<file path="config.mk">
export PLATFORM = sky130hd
export DESIGN_NAME = sysclk_wait_ctrl_flat
export DESIGN_NICKNAME = d
export VERILOG_FILES = /design/src/rtl/sysclk_wait_ctrl_if.sv /design/src/rtl/sysclk_wait_ctrl.sv /design/src/flat_wrapper.sv
export SDC_FILE = /design/constraint.sdc
export NUM_CORES = 1
export LEC_CHECK = 0
export ABC_CLOCK_PERIOD_IN_PS = 3250
export CAP_MARGIN = 20
export CORE_MARGIN = 3
export CORE_UTILIZATION = 30
export CTS_BUF_LIST = sky130_fd_sc_hd__clkbuf_8
export CTS_CLUSTER_DIAMETER = 200
export DETAILED_ROUTE_END_ITERATION = 10
export GPL_ROUTABILITY_DRIVEN = 0
export MAX_ROUTING_LAYER = met4
export PLACE_DENSITY = 0.64
export SLEW_MARGIN = 20
export SYNTH_ARGS = -nofsm -noshare
export SYNTH_HDL_FRONTEND = slang
export SYNTH_SLANG_ARGS = --single-unit
</file>
<file path="constraint.sdc">
create_clock -name clk -period 3.25 [get_ports clk]
set_input_delay 0.325 -clock clk [delete_from_list [all_inputs] [get_ports clk]]
set_output_delay 0.325 -clock clk [all_outputs]
set_load 0.1 [all_outputs]
</file>
<file path="src/rtl/sysclk_wait_ctrl_if.sv">
// CPU-side bus bundle for the system-clock / wait-state controller.
// The master modport is the CPU/bench side, and the slave modport is the controller.
interface sysclk_wait_ctrl_if;
    logic [7:0] adr_hi;
    logic [7:0] adr_lo;
    logic       rw;
    logic [7:0] dat_in;
    logic       rdy;
    logic       sys_clk;
    logic       stretch;
    logic       err;
    logic [7:0] cfg_q;

    modport master (
        output adr_hi, adr_lo, rw, dat_in, rdy,
        input  sys_clk, stretch, err, cfg_q
    );

    modport slave (
        input  adr_hi, adr_lo, rw, dat_in, rdy,
        output sys_clk, stretch, err, cfg_q
    );
endinterface

</file>
<file path="src/rtl/sysclk_wait_ctrl.sv">
// 6502 system-clock generator. It divides clk by 2 and can stretch the high
// phase of sys_clk. Accesses to the four 16-byte windows at 9F40-9F7F get
// 0..3 programmed wait states. A single access with W waits holds sys_clk
// high for 1+2W clk cycles. The wait counts are packed two bits per window
// into the config register at CFG_ADDR.
// Optional feature, macro RDY_WAIT_EN: an external rdy input extends a window
// access further. A timeout ends the extension and sets the sticky err flag.
module sysclk_wait_ctrl #(
    parameter logic [7:0]  IO_PAGE  = 8'h9F,
    parameter logic [15:0] CFG_ADDR = 16'h0002,
    parameter logic [7:0]  CFG_RST  = 8'h03,
    parameter int unsigned TMO      = 255
) (
    input logic                clk,
    input logic                rst,
    sysclk_wait_ctrl_if.slave  bus
);

    typedef enum logic [1:0] {LOW, HIGH, WAIT, RDYWAIT} state_t;

    state_t      state, nextState;
    logic        hitQ;        // the current high phase is a window access
    logic [1:0]  wQ;          // wait count captured when the access started
    logic [2:0]  wCnt;        // remaining WAIT cycles minus one
    logic [7:0]  cfgQ;
    logic        hitNow;
    logic [1:0]  wNow;
    logic        leaveHigh;
    logic        cfgWr;

    // Live window decode. It is only used on the LOW->HIGH edge.
    assign hitNow = (bus.adr_hi == IO_PAGE) && (bus.adr_lo[7:6] == 2'b01);
    assign wNow   = cfgQ[{bus.adr_lo[5:4], 1'b0} +: 2];

    // The config write happens on the edge that ends the high phase.
    assign leaveHigh = (state != LOW) && (nextState == LOW);
    assign cfgWr     = leaveHigh && ({bus.adr_hi, bus.adr_lo} == CFG_ADDR) && !bus.rw;

`ifdef RDY_WAIT_EN
    logic [7:0] tCnt;
    logic       errQ;
    logic       timeout;

    assign timeout = (state == RDYWAIT) && !bus.rdy && (tCnt == 8'(TMO - 1));
`endif

    // State register with synchronous active-low reset.
    always_ff @(posedge clk) begin
        // NOTE: every clocked assignment is non-blocking, so all registers update together and no race follows from statement order.
        if (!rst) state <= LOW;
        else      state <= nextState;
    end

    // Next-state decode for the high-phase stretch.
    always_comb begin
        // NOTE: assign a default first so that no path through the case leaves nextState unassigned and infers a latch.
        nextState = LOW;
        case (state)
            LOW:  nextState = HIGH;
            HIGH: begin
                if (hitQ && (wQ != 2'd0))
                    nextState = WAIT;
`ifdef RDY_WAIT_EN
                else if (hitQ && !bus.rdy)
                    nextState = RDYWAIT;
`endif
                else
                    nextState = LOW;
            end
            WAIT: begin
                if (wCnt != 3'd0)
                    nextState = WAIT;
`ifdef RDY_WAIT_EN
                else if (!bus.rdy)
                    nextState = RDYWAIT;
`endif
                else
                    nextState = LOW;
            end
`ifdef RDY_WAIT_EN
            RDYWAIT: begin
                if (bus.rdy || (tCnt == 8'(TMO - 1))) nextState = LOW;
                else                                  nextState = RDYWAIT;
            end
`endif
            default: nextState = LOW;
        endcase
    end

    // Access capture, wait/timeout counters, config register and err flag.
    always_ff @(posedge clk) begin
        if (!rst) begin
            hitQ <= 1'b0;
            wQ   <= 2'd0;
            wCnt <= 3'd0;
            cfgQ <= CFG_RST;
`ifdef RDY_WAIT_EN
            tCnt <= 8'd0;
            errQ <= 1'b0;
`endif
        end else begin
            if (state == LOW) begin
                hitQ <= hitNow;
                wQ   <= wNow;
                wCnt <= (hitNow && (wNow != 2'd0)) ? ({wNow, 1'b0} - 3'd1) : 3'd0;
            end else if ((state == WAIT) && (wCnt != 3'd0)) begin
                wCnt <= wCnt - 3'd1;
            end

            if (cfgWr) cfgQ <= bus.dat_in;

`ifdef RDY_WAIT_EN
            if ((nextState == RDYWAIT) && (state != RDYWAIT)) tCnt <= 8'd0;
            else if (state == RDYWAIT)                          tCnt <= tCnt + 8'd1;

            // A config write on the same edge clears err, even when a timeout happens then.
            if (cfgWr)        errQ <= 1'b0;
            else if (timeout) errQ <= 1'b1;
`endif
        end
    end

    // Outputs decoded from state and registers.
    always_comb begin
        bus.sys_clk = (state != LOW);
        bus.stretch = (state == WAIT) || (state == RDYWAIT);
        bus.cfg_q   = cfgQ;
`ifdef RDY_WAIT_EN
        bus.err     = errQ;
`else
        bus.err     = 1'b0;
`endif
    end

endmodule

</file>
<file path="src/flat_wrapper.sv">
// flat-port wrapper written by rule: the top's interface ports become plain ports
module sysclk_wait_ctrl_flat 
#(
    parameter logic [7:0]  IO_PAGE  = 8'h9F,
    parameter logic [15:0] CFG_ADDR = 16'h0002,
    parameter logic [7:0]  CFG_RST  = 8'h03,
    parameter int unsigned TMO      = 255
)
  (clk, rst, bus_adr_hi, bus_adr_lo, bus_rw, bus_dat_in, bus_rdy, bus_sys_clk, bus_stretch, bus_err, bus_cfg_q);
  sysclk_wait_ctrl_if bus_i ();
  input logic clk;
  input logic rst;
  input wire logic [$bits(bus_i.adr_hi)-1:0] bus_adr_hi;
  input wire logic [$bits(bus_i.adr_lo)-1:0] bus_adr_lo;
  input wire logic [$bits(bus_i.rw)-1:0] bus_rw;
  input wire logic [$bits(bus_i.dat_in)-1:0] bus_dat_in;
  input wire logic [$bits(bus_i.rdy)-1:0] bus_rdy;
  output wire logic [$bits(bus_i.sys_clk)-1:0] bus_sys_clk;
  output wire logic [$bits(bus_i.stretch)-1:0] bus_stretch;
  output wire logic [$bits(bus_i.err)-1:0] bus_err;
  output wire logic [$bits(bus_i.cfg_q)-1:0] bus_cfg_q;
  assign bus_i.adr_hi = bus_adr_hi;
  assign bus_i.adr_lo = bus_adr_lo;
  assign bus_i.rw = bus_rw;
  assign bus_i.dat_in = bus_dat_in;
  assign bus_i.rdy = bus_rdy;
  assign bus_sys_clk = bus_i.sys_clk;
  assign bus_stretch = bus_i.stretch;
  assign bus_err = bus_i.err;
  assign bus_cfg_q = bus_i.cfg_q;
  sysclk_wait_ctrl #(.IO_PAGE(IO_PAGE), .CFG_ADDR(CFG_ADDR), .CFG_RST(CFG_RST), .TMO(TMO)) u_core (.clk(clk), .rst(rst), .bus(bus_i));
endmodule
</file>
==> flow_metrics.tcl, run 1 <==
set metrics [dict create \
    setup_violations 0 \
    synth.top_cell.area_share_pct 37.54 \
    synth-async-reset-ratio_pct 0 \
    synth_nets 127 \
    vias_per_cell 5.049 \
    worst_pin_slew_ps 979.3 \
    ir_drop_v 0.0002341 \
    routed_wl_um 2238 \
    fin_ws_ps 1029 \
    status "finished, final reports clean" \
    area_growth_pct 50.59 \
    grt_pass1_wl_um 3822 \
    cpLargestDelayFamily "buffers and inverters" \
    fp.dieH_um 59.33 \
    cts.sinks 16 \
    synth_area_per_cell_sq_um 8.889 \
    yosys.area.top_type "dfxtp_1" \
    finalPower_w 0.0004678 \
    finalHoldViolCount 0 \
    hold_class "reg -> reg" \
    setup-tns-final_ps 0 \
    grt_pass1_vias 819 \
    critPathRequiredTime_ps 2920 \
    ys_seq_elements 16 \
    synth_edf_count 0 \
    syn_inst 96 \
    p_leak_nw 0.4571 \
    slew_headroom_pct 34.51 \
    port-buffer-count 36 \
    cts_buffer_depth 2 \
    postCtsSetupBuffers 0 \
    synth.area.top_cells "dfxtp_1, mux2i_1, nand2_1" \
    maxSlewViolCount 0 \
    worstPathMaxFanout 7 \
    drive_gt1_share_pct 8.333 \
    fin_nets 164 \
    drt_iter0_drc 33 \
    cp_cell_sequence "clkdlybuf4s50_1" \
    ys_seq_area_share_pct 37.54 \
    antenna_left 0 \
    htree_levels 1 \
    start_util_pct 32.95 \
    critPathCaptureType "primary output" \
    dpl_worst_slack_ps 912.2 \
    syn_area_sq_um 853.3 \
    grt.overflow.total 0 \
    hold_slack_ps 471.7 \
    first_pass_iters 2 \
    max_freq_mhz 450.2 \
    critPathSlowestCell "clkdlybuf4s50_1" \
    hold_buffers 0 \
    max_cap_violations 0 \
    fin_skew_ps 4.868 \
    cts-root-buf "clkbuf_8" \
    dieArea_sq_mm 0.003520 \
    die_w_um 59.33 \
    numCtsBuffers 3 \
    final_area_sq_mm 0.001285 \
    diodes 0 \
    grt_max_degree 25 \
    avgRoutedWirePerCell_um 13.81 \
    synth_most_common_cell "nand2_1" \
    synth_cell_types 30 \
    synth_common_cells "nand2_1, dfxtp_1, mux2i_1" \
    clock_latency_ps 250 \
    synth-main-ff-cell "dfxtp_1" \
    place_area_sq_mm 0.001230 \
    drc 0 \
    fin_crit_sh_pct 68.34 \
    fillers 258 \
    timing.final.crit_period_ps 2221 \
    grt_usage_pct 14.89 \
    row_count 18 \
    crit_buf_inv 1 \
    yosys_warnings 0 \
    crit_arrival_ps 1900 \
    cts_resized 0 \
    max_stage_delay_ps 1180 \
    cts_tree "yes" \
    core_sq_mm 0.002590 \
    via_count 818 \
    hpwl_um 1787 \
    critPathLaunchType "register" \
    crit_type "reg -> out" \
    cts.clk_slew.worst_paths_ps 70 \
    antenna_found_initial 0 \
    powerDensity_mw_per_mm2 364.1 \
    io_pins 39 \
    rsz0062_at_grt "no" \
]
[final cells by class]
cell class / instances / area (sq um) / area share [%]
sequential: 16 / 320.3 / 24.93
inverter: 5 / 18.77 / 1.461
timing repair buffer: 36 / 357.8 / 27.85
clock buffer: 4 / 55.05 / 4.284
tap: 30 / 37.54 / 2.921
multi-input combinational: 71 / 495.5 / 38.56
[metrics by stage]
step | cells | utilization (%)
6_report | 162 | 49.61
5_1_grt | 162 | 49.61
4_1_cts | 162 | 49.61
3_5_place_dp | 158 | 47.49
3_3_place_gp | 158 | 47.49
2_1_floorplan | 96 | -
[cell usage in the layout (no fill, tap or decap), types with 2 or more instances in the layout]
cell type        instances
clkdlybuf4s50_1         35
nor2b_1                  5
dfxtp_1                 16
inv_1                    5
nor2_1                   4
mux2i_1                  8
mux4_2                   2
clkbuf_8                 4
ha_1                     3
nor3_1                   3
a21boi_0                 4
a21oi_1                  3
o21ai_0                  2
nand4_1                  2
nand2_1                 20
[metal layers]
layer,share of wire [%],GRT usage [%],wire (um),vias up
met5,0,-,0,-
met4,1.6,5.825,36,0
met3,6.7,3.704,149,4
met2,52,26.05,1174,21
met1,39,15.94,878,389
li1,-,-,-,404
[power by group]
part | switching [W] | total, W | internal, W
Sequential | 0.00000350 | 0.000204 | 0.000201
Combinational | 0.0000399 | 0.0000838 | 0.0000439
Clock | 0.0000721 | 0.000180 | 0.000108
Total | 0.000116 | 0.000468 | 0.000352
[path summary, 6_finish.rpt]
| kind | slack (ps) | startpoint | depth (start not counted) | to |
|---|---|---|---|---|
| worst max-delay path | 1030 | u_core.state[1] | 1 | bus_stretch |
| worst min-delay path | 470 | u_core.wQ[0] | 2 | u_core.wQ[0] |
| worst max register to register | 1320 | u_core.wCnt[0] | 6 | u_core.bus.cfg_q[5] |
| worst min register to register | 470 | u_core.wQ[0] | 2 | u_core.wQ[0] |
[flip-flops by register name, indices dropped and copies added, names as in the netlist]
name,cells
u_core.bus.cfg_q,8
u_core.state,2
u_core.hitQ,1
u_core.wQ,2
u_core.wCnt,3
[logic make-up after synthesis]
logic type	after synthesis	share of synthesized area [%]
adder cells (fa/ha/maj)	3	4.399
AND/OR/NAND/NOR	43	27.27
other	1	0.4395
flip-flops	16	37.54
multiplexers	10	14.66
buffers and inverters	9	4.399
AO/OA/AOI/OAI	14	11.29
No activity file was read; power rests on OpenSTA's default activity.
==> run 2: changes to the inputs <==
Settings changed: ABC_CLOCK_PERIOD_IN_PS 3250 to 1850, PLACE_DENSITY 0.64 to 0.67.
Clock period 3.25 ns to 1.85 ns, I/O delays scaled along.
==> run 2 against run 1 <==
Against the previous run: non-clock buffer count is 5 higher; routed wire length is 4.1% higher; register-to-register slack worse by 1200 ps; clock skew is 2.0 ps lower; flip-flop and latch count stayed put; worst setup slack worse by 910 ps; via count is 0.12% higher; clock-buffer cell count stayed put; critical path type is now in -> reg.
==> flow_metrics.tcl, run 2 (same netlist as run 1, synthesis figures left out) <==
set metrics [dict create \
    status "finished, final reports clean" \
    critPathSlowestCell "clkdlybuf4s50_1" \
    whs_path_depth 2 \
    crit_buf_inv 2 \
    multi_input_area_sq_um 495.5 \
    grt.overflow.total 0 \
    regToRegSetupSlack_ps 170 \
    vias_per_cell 4.904 \
    p_leak_nw 0.5169 \
    grt_max_degree 14 \
    dieArea_sq_mm 0.003520 \
    fin_crit_sh_pct 93.57 \
    cts_buffer_depth 2 \
    fillers 245 \
    fin_skew_ps 2.870 \
    finalPower_w 0.0008149 \
    critPathLaunchType "input pin" \
    setup_violations 0 \
    cts-root-buf "clkbuf_8" \
    grt_pass1_vias 858 \
    hold_slack_ps 469.4 \
    timing.final.crit_period_ps 1731 \
    numCtsBuffers 3 \
    hold_buffers 0 \
    die_w_um 59.33 \
    largest_register_ffs 8 \
    grt_pass1_wl_um 3926 \
    start_util_pct 32.95 \
    drc 0 \
    area_growth_pct 59.09 \
    r2r-end "u_core.bus.cfg_q[3]" \
    r2r_cells 7 \
    layout_commonest_cell "clkdlybuf4s50_1" \
    hold_class "reg -> reg" \
    fin_nets 169 \
    io_pins 39 \
    drive_gt1_share_pct 24.09 \
    finalHoldViolCount 0 \
    powerDensity_mw_per_mm2 600.2 \
    clock_latency_ps 250 \
    finalCoreUtilization_pct 52.42 \
    critPathCaptureType "register" \
    cpLargestDelayFamily "buffers and inverters" \
    setup-tns-final_ps 0 \
    antenna_found_initial 0 \
    core_sq_mm 0.002590 \
    r2r-start "u_core.wCnt[0]" \
    max_freq_mhz 577.7 \
    diodes 0 \
    antenna_left 0 \
    min_to "u_core.wQ[1]" \
    critPathRequiredTime_ps 2040 \
    max_stage_delay_ps 540 \
    mostFrequentLayoutCells "clkdlybuf4s50_1, nand2_1, buf_4" \
    routed_wl_um 2329 \
    cp_cell_sequence "clkdlybuf4s50_1 -> mux4_2 -> inv_1 -> ha_1 -> nor3_1 -> nand4_1 -> o22ai_1 -> o211a_1" \
    via_count 819 \
    maxSlewViolCount 0 \
    min_from "u_core.wQ[1]" \
    register_area_sq_um 350.3 \
    hpwl_um 1876 \
    cts.sinks 16 \
    htree_levels 1 \
    rsz0062_at_grt "no" \
    drt_iter0_drc 16 \
    fp.dieH_um 59.33 \
    worstPathMaxFanout 3 \
    crit_type "in -> reg" \
    max_cap_violations 0 \
    crit_arrival_ps 1920 \
    cts.clk_slew.worst_paths_ps 60 \
    cts_tree "yes" \
    port-buffer-count 36 \
    row_count 18 \
    avgRoutedWirePerCell_um 13.95 \
    first_pass_iters 2 \
    ir_drop_v 0.0003884 \
    grt_usage_pct 15.28 \
]
==> run 2: cell types whose count changed in the layout (fill, tap and decap cells not counted), sizes merged <==
cell	before	now
clkdlybuf4s50	35	25
buf	1	15
dlymetal6s2s	0	1
==> run 2: report_power, final <==
group | internal [W] | switching [W]
logic | 0.0000861 | 0.0000729
registers | 0.000341 | 0.00000714
clock network | 0.000189 | 0.000119
==> run 2: cell type report <==
class	instances	area share (%)
tap	30	2.765
multi-input combinational	71	36.50
inverter	5	1.382
timing repair buffer	41	29.49
sequential	16	25.81
clock buffer	4	4.055
==> run 2: worst min-delay path: cells and delay by family, from the launching register on <==
| family | cells | cell delay (ps) |
|---|---|---|
| flip-flops | 1 | 310 |
| AO/OA/AOI/OAI | 1 | 70 |
| AND/OR/NAND/NOR | 1 | 50 |
==> run 2: worst max path at each step <==
stage	start	end	slack (ps)	cells after the start
CTS	bus_adr_lo[4]	u_core.wCnt[2]	10	8
finish	bus_adr_lo[5]	u_core.wCnt[2]	120	8
floorplan	u_core.bus.cfg_q[2]	u_core.wCnt[1]	110	7
global route	bus_adr_lo[5]	u_core.wCnt[2]	4	8
global placement	bus_adr_lo[4]	u_core.wCnt[0]	-170	8
detailed placement	bus_adr_lo[4]	u_core.wCnt[0]	-220	8
==> run 2: what timing repair did <==
item	4_1_cts	5_1_grt
hold endpoints to repair	0	0
endpoints found under the setup margin	0	6
gates resized for setup	0	2
buffers inserted	0	0
==> run 2: through the flow <==
stage / instances / setup WS [ps] / cell area, sq um
2_1_floorplan: 96 / 112.3 / 883.3
3_3_place_gp: 163 / -171.5 / 1300
3_5_place_dp: 163 / -219.6 / 1300
4_1_cts: 167 / 14.60 / 1355
5_1_grt: 167 / 3.704 / 1358
6_report: 167 / 118.9 / 1358
==> run 2: routing by layer <==
layer	global-route usage (%)	part of all wire [%]	vias up
met1	17.73	41	375
met4	5.825	1.5	0
li1	-	-	414
met3	3.704	7.7	5
met5	-	0	-
met2	25.27	49	25
==> run 3: changes to the inputs <==
Settings changed: CORE_UTILIZATION 30 to 38, MAX_ROUTING_LAYER met4 to unset, PLACE_DENSITY 0.67 to 0.8.
==> run 3 against run 2 <==
Against the previous run: global-route usage rose by 2.7 points; register-to-register slack barely moved; critical path depth is 1 lower; sequential power is essentially flat; non-clock buffer count is the same; routed wire length up 2.1%; highest routed layer unchanged.
==> flow_metrics.tcl, run 3 (same netlist as run 1, synthesis figures left out) <==
set metrics [dict create \
    row_count 16 \
    max_stage_delay_ps 350 \
    critPathCaptureType "register" \
    via_count 851 \
    io_pins 39 \
    cts_tree "yes" \
    routed_wl_um 2379 \
    clock_latency_ps 250 \
    powerDensity_mw_per_mm2 573.4 \
    largest_register_ffs 8 \
    crit_arrival_ps 1860 \
    regToRegSetupSlack_ps 160 \
    maxSlewViolCount 0 \
    pwr-share-seq_pct 45.1 \
    grt_max_degree 25 \
    worstPathMaxFanout 8 \
    p_leak_nw 0.5128 \
    fin_nets 169 \
    finalHoldViolCount 0 \
    crit_buf_inv 2 \
    numCtsBuffers 3 \
    grt.overflow.total 0 \
    ir_drop_v 0.0005292 \
    r2r-end "u_core.bus.cfg_q[3]" \
    cts_buffer_depth 2 \
    critPathSlowestCell "nor4_4" \
    antenna_found_initial 0 \
    gr-max-usage-layer "met2" \
    grt_usage_pct 18.03 \
    max_freq_mhz 591.7 \
    dieArea_sq_mm 0.002850 \
    avgRoutedWirePerCell_um 14.51 \
    antenna_left 0 \
    drc 0 \
    min_to "u_core.wQ[0]" \
    first_pass_iters 4 \
    p_switching_w 0.0001965 \
    hpwl_um 1783 \
    grt_util_met1_pct 19.45 \
    timing.final.crit_period_ps 1690 \
    fin_skew_ps 5.376 \
    cts.sinks 16 \
    diodes 0 \
    drive_gt1_share_pct 24.09 \
    start_util_pct 41.79 \
    fin_crit_sh_pct 91.35 \
    die_w_um 53.39 \
    whs_path_depth 2 \
    sw_frac_of_total_pct 25.45 \
    drt_iter0_drc 26 \
    cts-root-buf "clkbuf_8" \
    internal_power_w 0.0005755 \
    met3_usage_pct 4.789 \
    power_frac_comb_pct 21.1 \
    mostFrequentLayoutCells "clkdlybuf4s50_1, nand2_1, buf_4" \
    fp.dieH_um 53.39 \
    r2r_cells 7 \
    grt_pass1_wl_um 3732 \
    layout_commonest_cell "clkdlybuf4s50_1" \
    vias_per_cell 5.189 \
    critPathLaunchType "register" \
    hold_class "reg -> reg" \
    htree_levels 1 \
    area_growth_pct 57.77 \
    critPathRequiredTime_ps 2020 \
    r2r-start "u_core.wCnt[0]" \
    max_cap_violations 0 \
    crit_type "reg -> reg" \
    port-buffer-count 36 \
    core_sq_mm 0.002042 \
    clockPowerShare_pct 33.8 \
    setup_violations 0 \
    rsz0062_at_grt "no" \
    cpLargestDelayFamily "simple AND/OR/NAND/NOR gates" \
    cp_cell_sequence "inv_1 -> ha_1 -> nor2b_2 -> a21oi_2 -> nor4_4 -> buf_12 -> mux2i_1" \
    grt_pass1_vias 827 \
    finalCoreUtilization_pct 65.93 \
    min_from "u_core.wQ[0]" \
    grt_use_met2_pct 34.29 \
    status "finished, final reports clean" \
    setup-tns-final_ps 0 \
    cts.clk_slew.worst_paths_ps 60 \
    fillers 183 \
]
[run 3: cell count changes in the layout (fill, tap and decap cells not counted)]
cell,before,now
nor2b_2,0,1
nor2b_1,5,4
clkinv_1,0,1
clkbuf_8,4,3
[run 3: power groups by stage]
stage	clock network, W	registers, W	logic, W
after global routing	0.000283	0.000350	0.000176
after global placement	0	0.000355	0.000155
final	0.000261	0.000348	0.000163
after floorplan	0	0.000354	0.0000755
after detailed placement	0	0.000355	0.000159
after CTS	0.000269	0.000348	0.000161
[run 3: area by class of cell]
class | count | area, sq um | area share [%]
clock buffers | 3 | 41.29 | 3.067
clock inverters | 1 | 3.754 | 0.2788
inverters | 5 | 18.77 | 1.394
multi-input cells | 71 | 498.0 | 36.99
flip-flops and latches | 16 | 350.3 | 26.02
well taps | 27 | 33.78 | 2.509
repair buffers | 41 | 400.4 | 29.74
[run 3: what timing repair did]
item	4_1_cts	5_1_grt
endpoints found under the setup margin	1	4
hold buffers	0	0
gates resized for setup	1	2
setup buffers	0	0
gates cloned	0	0
[run 3: worst max-delay path by stage]
| stage | start | endpoint | slack, ps | cells past startpoint |
|---|---|---|---|---|
| 3_5_place_dp | bus_adr_lo[4] | u_core.wCnt[0] | -230 | 8 |
| 2_1_floorplan | u_core.bus.cfg_q[2] | u_core.wCnt[1] | 110 | 7 |
| 5_1_grt | u_core.wCnt[0] | u_core.bus.cfg_q[0] | 50 | 7 |
| 3_3_place_gp | bus_adr_lo[4] | u_core.wCnt[0] | -190 | 8 |
| 4_1_cts | bus_adr_lo[4] | u_core.wCnt[0] | 20 | 8 |
| 6_report | u_core.wCnt[0] | u_core.bus.cfg_q[3] | 160 | 7 |
[run 3: metrics by stage]
step           setup slack [ps]  power [W]  hold WS (ps)  std cells  area (sq um)
2_1_floorplan             112.3  0.0004291         316.6         96         883.3
3_3_place_gp             -185.7  0.0005102         453.8        160          1296
5_1_grt                   48.15  0.0008077         486.8        164          1346
3_5_place_dp             -231.8  0.0005139         460.1        160          1296
6_report                  159.9  0.0007720         464.3        164          1346
4_1_cts                   21.76  0.0007774         468.6        164          1341
[run 3: layer usage]
layer | routed length, um | vias to the layer above
met2 | 1250 | 31
met3 | 145 | 2
met1 | 961 | 401
met4 | 22 | 0
met5 | 0 | -
li1 | - | 417
[run 3: worst register-to-register path: stages (launching register included)]
cell,delay [ps]
dfxtp_1,310
inv_1,110
ha_1,160
nor2b_2,180
a21oi_2,140
nor4_4,350
buf_12,180
mux2i_1,200
